**config.mk**
```make
export PLATFORM = sky130hd
export DESIGN_NAME = temp_log_sink
export DESIGN_NICKNAME = d
export VERILOG_FILES = /design/src/rtl/temp_log_sink.sv
export SDC_FILE = /design/constraint.sdc
export NUM_CORES = 1
export LEC_CHECK = 0
export CAP_MARGIN = 20
export CORE_ASPECT_RATIO = 1.75
export CORE_MARGIN = 1
export CORE_UTILIZATION = 35
export CTS_BUF_LIST = sky130_fd_sc_hd__clkbuf_4 sky130_fd_sc_hd__clkbuf_8
export CTS_CLUSTER_SIZE = 10
export DETAILED_ROUTE_END_ITERATION = 8
export SLEW_MARGIN = 5
export SYNTH_ARGS = -nofsm -noshare
export SYNTH_HDL_FRONTEND = slang
export SYNTH_SLANG_ARGS = --single-unit
```
**constraint.sdc**
```tcl
create_clock -name clk -period 5.2 [get_ports clk]
set_clock_uncertainty 0.15 [all_clocks]
set_input_delay 1.04 -clock clk [delete_from_list [all_inputs] [get_ports clk]]
set_output_delay 1.04 -clock clk [all_outputs]
set_load 0.05 [all_outputs]
```
**src/rtl/temp_log_sink.sv**
```systemverilog
// Timestamped temperature logger: accepts UART temperature bytes, stores them with the
// current clock time in a FIFO, counts parity errors and drives a hysteresis alarm.
module temp_log_sink #(
  parameter int          DEPTH      = 16,
  parameter logic [7:0]  HIGH_LIMIT = 8'd80,
  parameter logic [7:0]  LOW_LIMIT  = 8'd70
) (
  input  logic                     clk,
  input  logic                     reset,
  input  logic [7:0]               rx_data,
  input  logic                     rx_valid,
  input  logic                     parity_error,
  input  logic [5:0]               seconds,
  input  logic [5:0]               minuits,
  input  logic [4:0]               hours,
  input  logic [4:0]               days,
  input  logic [3:0]               months,
  input  logic                     rd_en,
  output logic [33:0]              rd_data,
  output logic                     rd_valid,
  output logic                     empty,
  output logic                     full,
  output logic [$clog2(DEPTH):0]   count,
  output logic                     overflow,
  output logic [7:0]               err_count,
  output logic                     alarm
);

  localparam int AW = $clog2(DEPTH);
  localparam int CW = AW + 1;
  localparam logic [CW-1:0] FULL_CNT = CW'(DEPTH);

  typedef enum logic {NORMAL, HOT} state_t;

  logic [33:0]   r_mem [DEPTH];
  logic [AW-1:0] r_wptr;
  logic [AW-1:0] r_rptr;
  logic [CW-1:0] r_count;
  logic [33:0]   r_rd_data_p1;
  logic          r_rd_vld_p1;
  logic          r_overflow;
  logic [7:0]    r_err_count;
  state_t        r_state;
  state_t        w_state_nxt;

  logic          w_accept;
  logic          w_full;
  logic          w_empty;
  logic          w_rd_fire;
  logic          w_wr_fire;
  logic [33:0]   w_record;

  assign w_full    = (r_count == FULL_CNT);
  assign w_empty   = (r_count == '0);
  assign w_accept  = rx_valid & ~parity_error;
  assign w_rd_fire = rd_en & ~w_empty;
  // A full FIFO still takes the write when a read frees the slot in the same cycle.
  assign w_wr_fire = w_accept & (~w_full | w_rd_fire);
  assign w_record  = {months, days, hours, minuits, seconds, rx_data};

  // Storage: data only, no reset
  always_ff @(posedge clk) begin
    if (w_wr_fire) begin
      r_mem[r_wptr] <= w_record;
    end
  end

  // Control and read stage
  always_ff @(posedge clk) begin
    if (reset) begin
      r_wptr       <= '0;
      r_rptr       <= '0;
      r_count      <= '0;
      r_rd_data_p1 <= '0;
      r_rd_vld_p1  <= 1'b0;
      r_overflow   <= 1'b0;
      r_err_count  <= '0;
    end else begin
      r_rd_vld_p1 <= w_rd_fire;
      if (w_rd_fire) begin
        r_rd_data_p1 <= r_mem[r_rptr];
        r_rptr       <= r_rptr + AW'(1);
      end
      if (w_wr_fire) begin
        r_wptr <= r_wptr + AW'(1);
      end
      case ({w_wr_fire, w_rd_fire})
        2'b10:   r_count <= r_count + CW'(1);
        2'b01:   r_count <= r_count - CW'(1);
        default: r_count <= r_count;
      endcase
      if (w_accept && w_full && !rd_en) begin
        r_overflow <= 1'b1;
      end
      if (rx_valid && parity_error && r_err_count != 8'hFF) begin
        r_err_count <= r_err_count + 8'd1;
      end
    end
  end

  always_ff @(posedge clk) begin
    if (reset) begin
      r_state <= NORMAL;
    end else begin
      r_state <= w_state_nxt;
    end
  end

  // Alarm hysteresis sees every accepted byte, stored or dropped.
  always_comb begin
    w_state_nxt = r_state;
    if (w_accept) begin
      case (r_state)
        NORMAL:  if (rx_data > HIGH_LIMIT) w_state_nxt = HOT;
        HOT:     if (rx_data < LOW_LIMIT)  w_state_nxt = NORMAL;
        default: w_state_nxt = NORMAL;
      endcase
    end
  end

  assign rd_data   = r_rd_data_p1;
  assign rd_valid  = r_rd_vld_p1;
  assign empty     = w_empty;
  assign full      = w_full;
  assign count     = r_count;
  assign overflow  = r_overflow;
  assign err_count = r_err_count;
  assign alarm     = (r_state == HOT);

endmodule

```
# After elaboration in Yosys (flattened, before gate mapping)
# Memory sizes are Yosys's and may differ from the RTL's. A register that Yosys moved wholly into a read port is not among the register bits.
# Index checks and enable logic that the tools add are counted.
[totals]
register_bits = 24
latch_bits = 0
ramBits = 544
mem_bits_ro = 0
in_bits = 39
output_inout_bits = 52
word_cells = 40
n_memories = 1
[memory_table]
columns = ["name", "depth", "word_bits", "read_ports", "rd_clocked_by_memory_dff", "write_ports", "line", "text"]
rows = [
  ["r_mem", 16, 34, 1, 1, 1, "35", "logic [33:0] r_mem [DEPTH];"],
]
[classes]
addsub = 5
n_mul = 0
div = 0
order_cmp = 2
n_eq_ne = 4
n_shift = 0
mux = 6
bitwise = 8
reduce_logical = 7
[ops]
columns = ["op", "count"]
rows = [
  ["$pmux W5 S2", 1],
  ["$add A4 B1 Y4 const B", 2],
  ["$add A8 B1 Y8 const B", 1],
  ["$gt A8 B7 Y1 const B", 1],
  ["$lt A8 B7 Y1 const B", 1],
  ["$ne A8 B8 Y1 const B", 1],
  ["$add A5 B1 Y5 const B", 1],
  ["$eq A5 B5 Y1 const B", 1],
  ["$logic_not A5 Y1", 1],
  ["$sub A5 B1 Y5 const B", 1],
  ["$logic_and A1 B1 Y1", 4],
  ["$mux W1", 4],
  ["$not A1 Y1", 4],
  ["$and A1 B1 Y1", 3],
  ["$eq A2 B1 Y1 const B", 1],
  ["$eq A2 B2 Y1 const B", 1],
  ["$pmux W1 S2", 1],
  ["$reduce_bool A2 Y1", 1],
  ["$logic_not A1 Y1", 1],
  ["$or A1 B1 Y1", 1],
]

# Logic depth before layout (Yosys ltp)
[depth]
depth_word = 7
depth_mapped = 11

# Worst setup path before layout
# Ideal clock, no wire load.
[synth_path]
kind = "in2reg"
startpoint = "in parity_error"
endpoint = "mem r_mem[3][0], enable pin"
setup_ns = 0.467
arrival_time_ns = 4.256
path_slack_ns = 0.327
path_stages = 4
n_path_buf = 0
cell_sequence = "nand2b_1 a31oi_1 nand2_1 nor3_1"
[synth_between]
elab_chain_cells = 5
[synth_lines]
columns = ["item", "line", "text"]
rows = [
  ["from (decl)", "12", "input logic parity_error,"],
  ["$not A1 Y1", "55", "assign w_accept = rx_valid & ~parity_error;"],
  ["$and A1 B1 Y1", "55", ""],
  ["$and A1 B1 Y1", "58", "assign w_wr_fire = w_accept & (~w_full | w_rd_fire);"],
  ["$mux W1", "63", "if (w_wr_fire) begin"],
  ["$mux W1 (not written as such)", "64", "r_mem[r_wptr] <= w_record;"],
  ["to (decl)", "35", ""],
]
# No other way between the ends.

# Final worst setup path
[layout_path]
startpoint = "reg r_count[1] (netlist: count[1])"
endpoint = "out full"
[layout_between]
elab_chain_cells = 1
[layout_lines]
columns = ["item", "line", "text"]
rows = [
  ["from (decl)", "38", "logic [CW-1:0] r_count;"],
  ["from (signal assigned)", "88", "2'b10: r_count <= r_count + CW'(1);"],
  ["from (signal assigned)", "89", "2'b01: r_count <= r_count - CW'(1);"],
  ["from (signal assigned)", "90", "default: r_count <= r_count;"],
  ["$eq A5 B5 Y1", "53", "assign w_full = (r_count == FULL_CNT);"],
  ["to (decl)", "22", "output logic full,"],
]
# No other way between the ends.

==> flow_metrics.py <==
metrics = {
    "outcome": {
        "status": "completed",
    },
    "worst_hold_path": {
        "hold_path_depth": 2,
        "min_to": "rd_data[11]",
        "hp-start": "rd_data[11]",
        "min_path_type": "reg2reg",
    },
    "floorplanning": {
        "die_y_um": 340,
        "row_count": 123,
        "start_util": 0.354,
        "die_area_sq_um": 66400,
        "die_x_um": 195,
        "core_area_sq_um": 64500,
        "io_pins": 91,
    },
    "flow_run": {
        "drv_cap": 0,
    },
    "routing": {
        "avgRoutedWirePerCell_um": 25.5,
        "first_pass_iters": 5,
        "drcViolationCount": 0,
        "viasPerCell": 5.23,
        "num_vias": 11000,
        "detail-route-antenna-nets": 0,
        "routed_wl_um": 53500,
        "drtIter0Drc": 782,
    },
    "power_and_ir_drop": {
        "power.density_nw_per_um2": 449,
        "p_leak_nw": 8.08,
        "peakVddDrop_uv": 406,
    },
    "timing": {
        "finalSetupViolations": 0,
        "hold_viol": 0,
        "rsz0062_at_grt": "false",
        "slew_viol_final": 0,
        "finalCritPeriodShare": 0.733,
        "setup_tns_ns": 0,
        "finalCriticalPeriod_ns": 3.81,
        "fmax_mhz": 262,
        "worst_slew_margin_rel": 0.282,
        "worst_pin_slew_ns": 1.07,
    },
    "synthesis": {
        "ys_top_cells_by_count": "edfxtp_1 (544), mux4_2 (136), dfxtp_1 (58)",
        "synth_top_area_frac": 0.715,
        "synth.area.top_cells": "edfxtp_1 (71%), mux4_2 (13%), dfxtp_1 (5.1%), mux2_2 (1.7%), mux2i_1 (1.7%)",
        "ys_warn_count": 0,
        "synthesis.area_sq_um": 22900,
        "synth.yosys.seq_area_share": 0.765,
        "synth_edf_count": 544,
        "ys_async_sr_fraction": 0,
        "syn_inst": 1069,
        "ys.flop_type": "edfxtp_1",
        "yosysTopAreaCell": "edfxtp_1",
        "syn_nets": 1118,
        "synth-seq-cells": 602,
        "yosysUniqueCellTypes": 43,
        "synth.avg_cell_area_sq_um": 21.4,
        "yosysMostFrequentCell": "edfxtp_1",
    },
    "worst_setup_path": {
        "r2r_slack_ns": 2.15,
        "endpoint_kind": "output pin",
        "critical_path_arrival_ns": 2.62,
        "crit_type": "reg2out",
        "startpoint_type": "flip-flop",
        "r2r-end": "count[4]",
        "cp_data_required_time_ns": 4.01,
        "cp_max_fo": 5,
        "reg2regPathDepth": 10,
        "reg2reg_from": "count[1]",
    },
    "cells_and_area": {
        "drive_gt1_frac": 0.280,
        "finalNetCount": 1271,
        "syn_to_final_growth_pct": 16.3,
        "num-fill-cells": 5600,
        "final_util": 0.412,
    },
    "grt": {
        "grt_pass1_wl_um": 78900,
        "grt_max_degree": 49,
        "grt_antenna_before_repair": 1,
        "grt_pass1_vias": 11900,
        "gr-usage-all-layers": 0.165,
        "grt.overflow.total": 0,
    },
    "placed_design": {
        "gp_congestion": 0.765,
        "dp_hpwl_um": 32300,
        "io_buffers": 90,
    },
    "clocking": {
        "cts_root_buf": "clkbuf_8",
        "clk_latency_ns": 0.67,
        "cts_hold_buf": 0,
        "clock_sinks": 602,
        "clk_pin_slew_ns": 0.06,
        "htree_levels": 3,
        "cts_setup_buffers": 0,
        "cts_resized": 0,
        "cts_tree": "yes",
        "clock_path_buffers": 3,
        "cts_buffers": 82,
    },
}
==> critical path, cell delays in order (launching register included) <==
cell and delay (ns):
dfxtp_1 0.37, nor4_1 0.52, and2_1 0.25, clkdlybuf4s50_1 0.83
==> sequential cells by signal, indices dropped and copies added (netlist names) <==
register	cells
alarm	1
rd_data	34
r_mem	544
count	5
err_count	8
r_rptr	4
rd_valid	1
r_wptr	4
overflow	1
==> per-layer routing <==
metal,routed length [um],GRT usage,vias to the layer above
met5,0,0,-
met4,1150,0.0540,0
met3,2340,0.0257,71
met2,29700,0.308,303
met1,20300,0.190,5871
li1,-,-,4739
==> placed cells by master, fill, tap and decap left out, types with 10 or more instances in the layout <==
| master | synthesis | layout |
|---|---|---|
| mux2i_1 | 38 | 38 |
| nand2_1 | 13 | 12 |
| buf_4 | 14 | 25 |
| xnor2_1 | 10 | 10 |
| nor2_1 | 37 | 25 |
| clkinv_1 | 0 | 18 |
| clkbuf_4 | 0 | 30 |
| clkdlybuf4s50_1 | 0 | 90 |
| nor2_4 | 1 | 13 |
| mux2_2 | 34 | 34 |
| mux4_2 | 136 | 136 |
| edfxtp_1 | 544 | 544 |
| o21ai_1 | 35 | 35 |
| dfxtp_1 | 58 | 55 |
| clkbuf_8 | 0 | 87 |
| a22oi_1 | 34 | 34 |
==> layout make-up <==
class	count	area, sq um	area share
Sequential cell	602	17500	0.659
Multi-Input combinational cell	404	5170	0.194
Clock buffer	117	1420	0.0535
Timing Repair Buffer	123	1250	0.0470
Tap cell	812	1020	0.0382
Clock inverter	33	184	0.00692
Inverter	9	33.8	0.00127
Antenna cell	1	2.50	0.0000941
==> worst max-delay path by stage <==
stage	from	to	slack, ns	cells after the start
2_1_floorplan	parity_error	r_mem[3][0]	0.33	4
3_3_place_gp	rd_en	r_mem[7][8]	1.36	7
3_5_place_dp	rd_en	r_mem[7][11]	1.30	7
4_1_cts	count[1]	full	1.36	3
5_1_grt	count[1]	full	1.28	3
6_report	count[1]	full	1.39	3
==> logic make-up after synthesis <==
family,count (synthesis),synth area share
XOR/XNOR,15,0.00575
AO/OA/AOI/OAI,89,0.0247
buffers and inverters,63,0.0135
flip-flops,602,0.765
AND/OR/NAND/NOR,81,0.0164
adder cells (fa/ha/maj),10,0.00580
multiplexers,209,0.168
==> power breakdown <==
group	internal [mW]	switching, mW
Sequential	5.43	0.234
Combinational	1.23	1.50
Clock	1.82	1.72
==> metrics by stage <==
| step | worst slack [ns] | std cells | hold WS (ns) | total power, mW | area, sq um |
|---|---|---|---|---|---|
| finish | 1.39 | 2101 | 0.349 | 11.9 | 26600 |
| global route | 1.28 | 2101 | 0.386 | 12.4 | 26600 |
| CTS | 1.36 | 2100 | 0.355 | 12.1 | 26600 |
| detailed placement | 1.30 | 1950 | 0.341 | 8.56 | 25000 |
| global placement | 1.36 | 1950 | 0.334 | 8.54 | 25000 |
| floorplan | 0.327 | 1069 | 0.373 | 7.65 | 22900 |
Power figures use the tool's default switching activity.
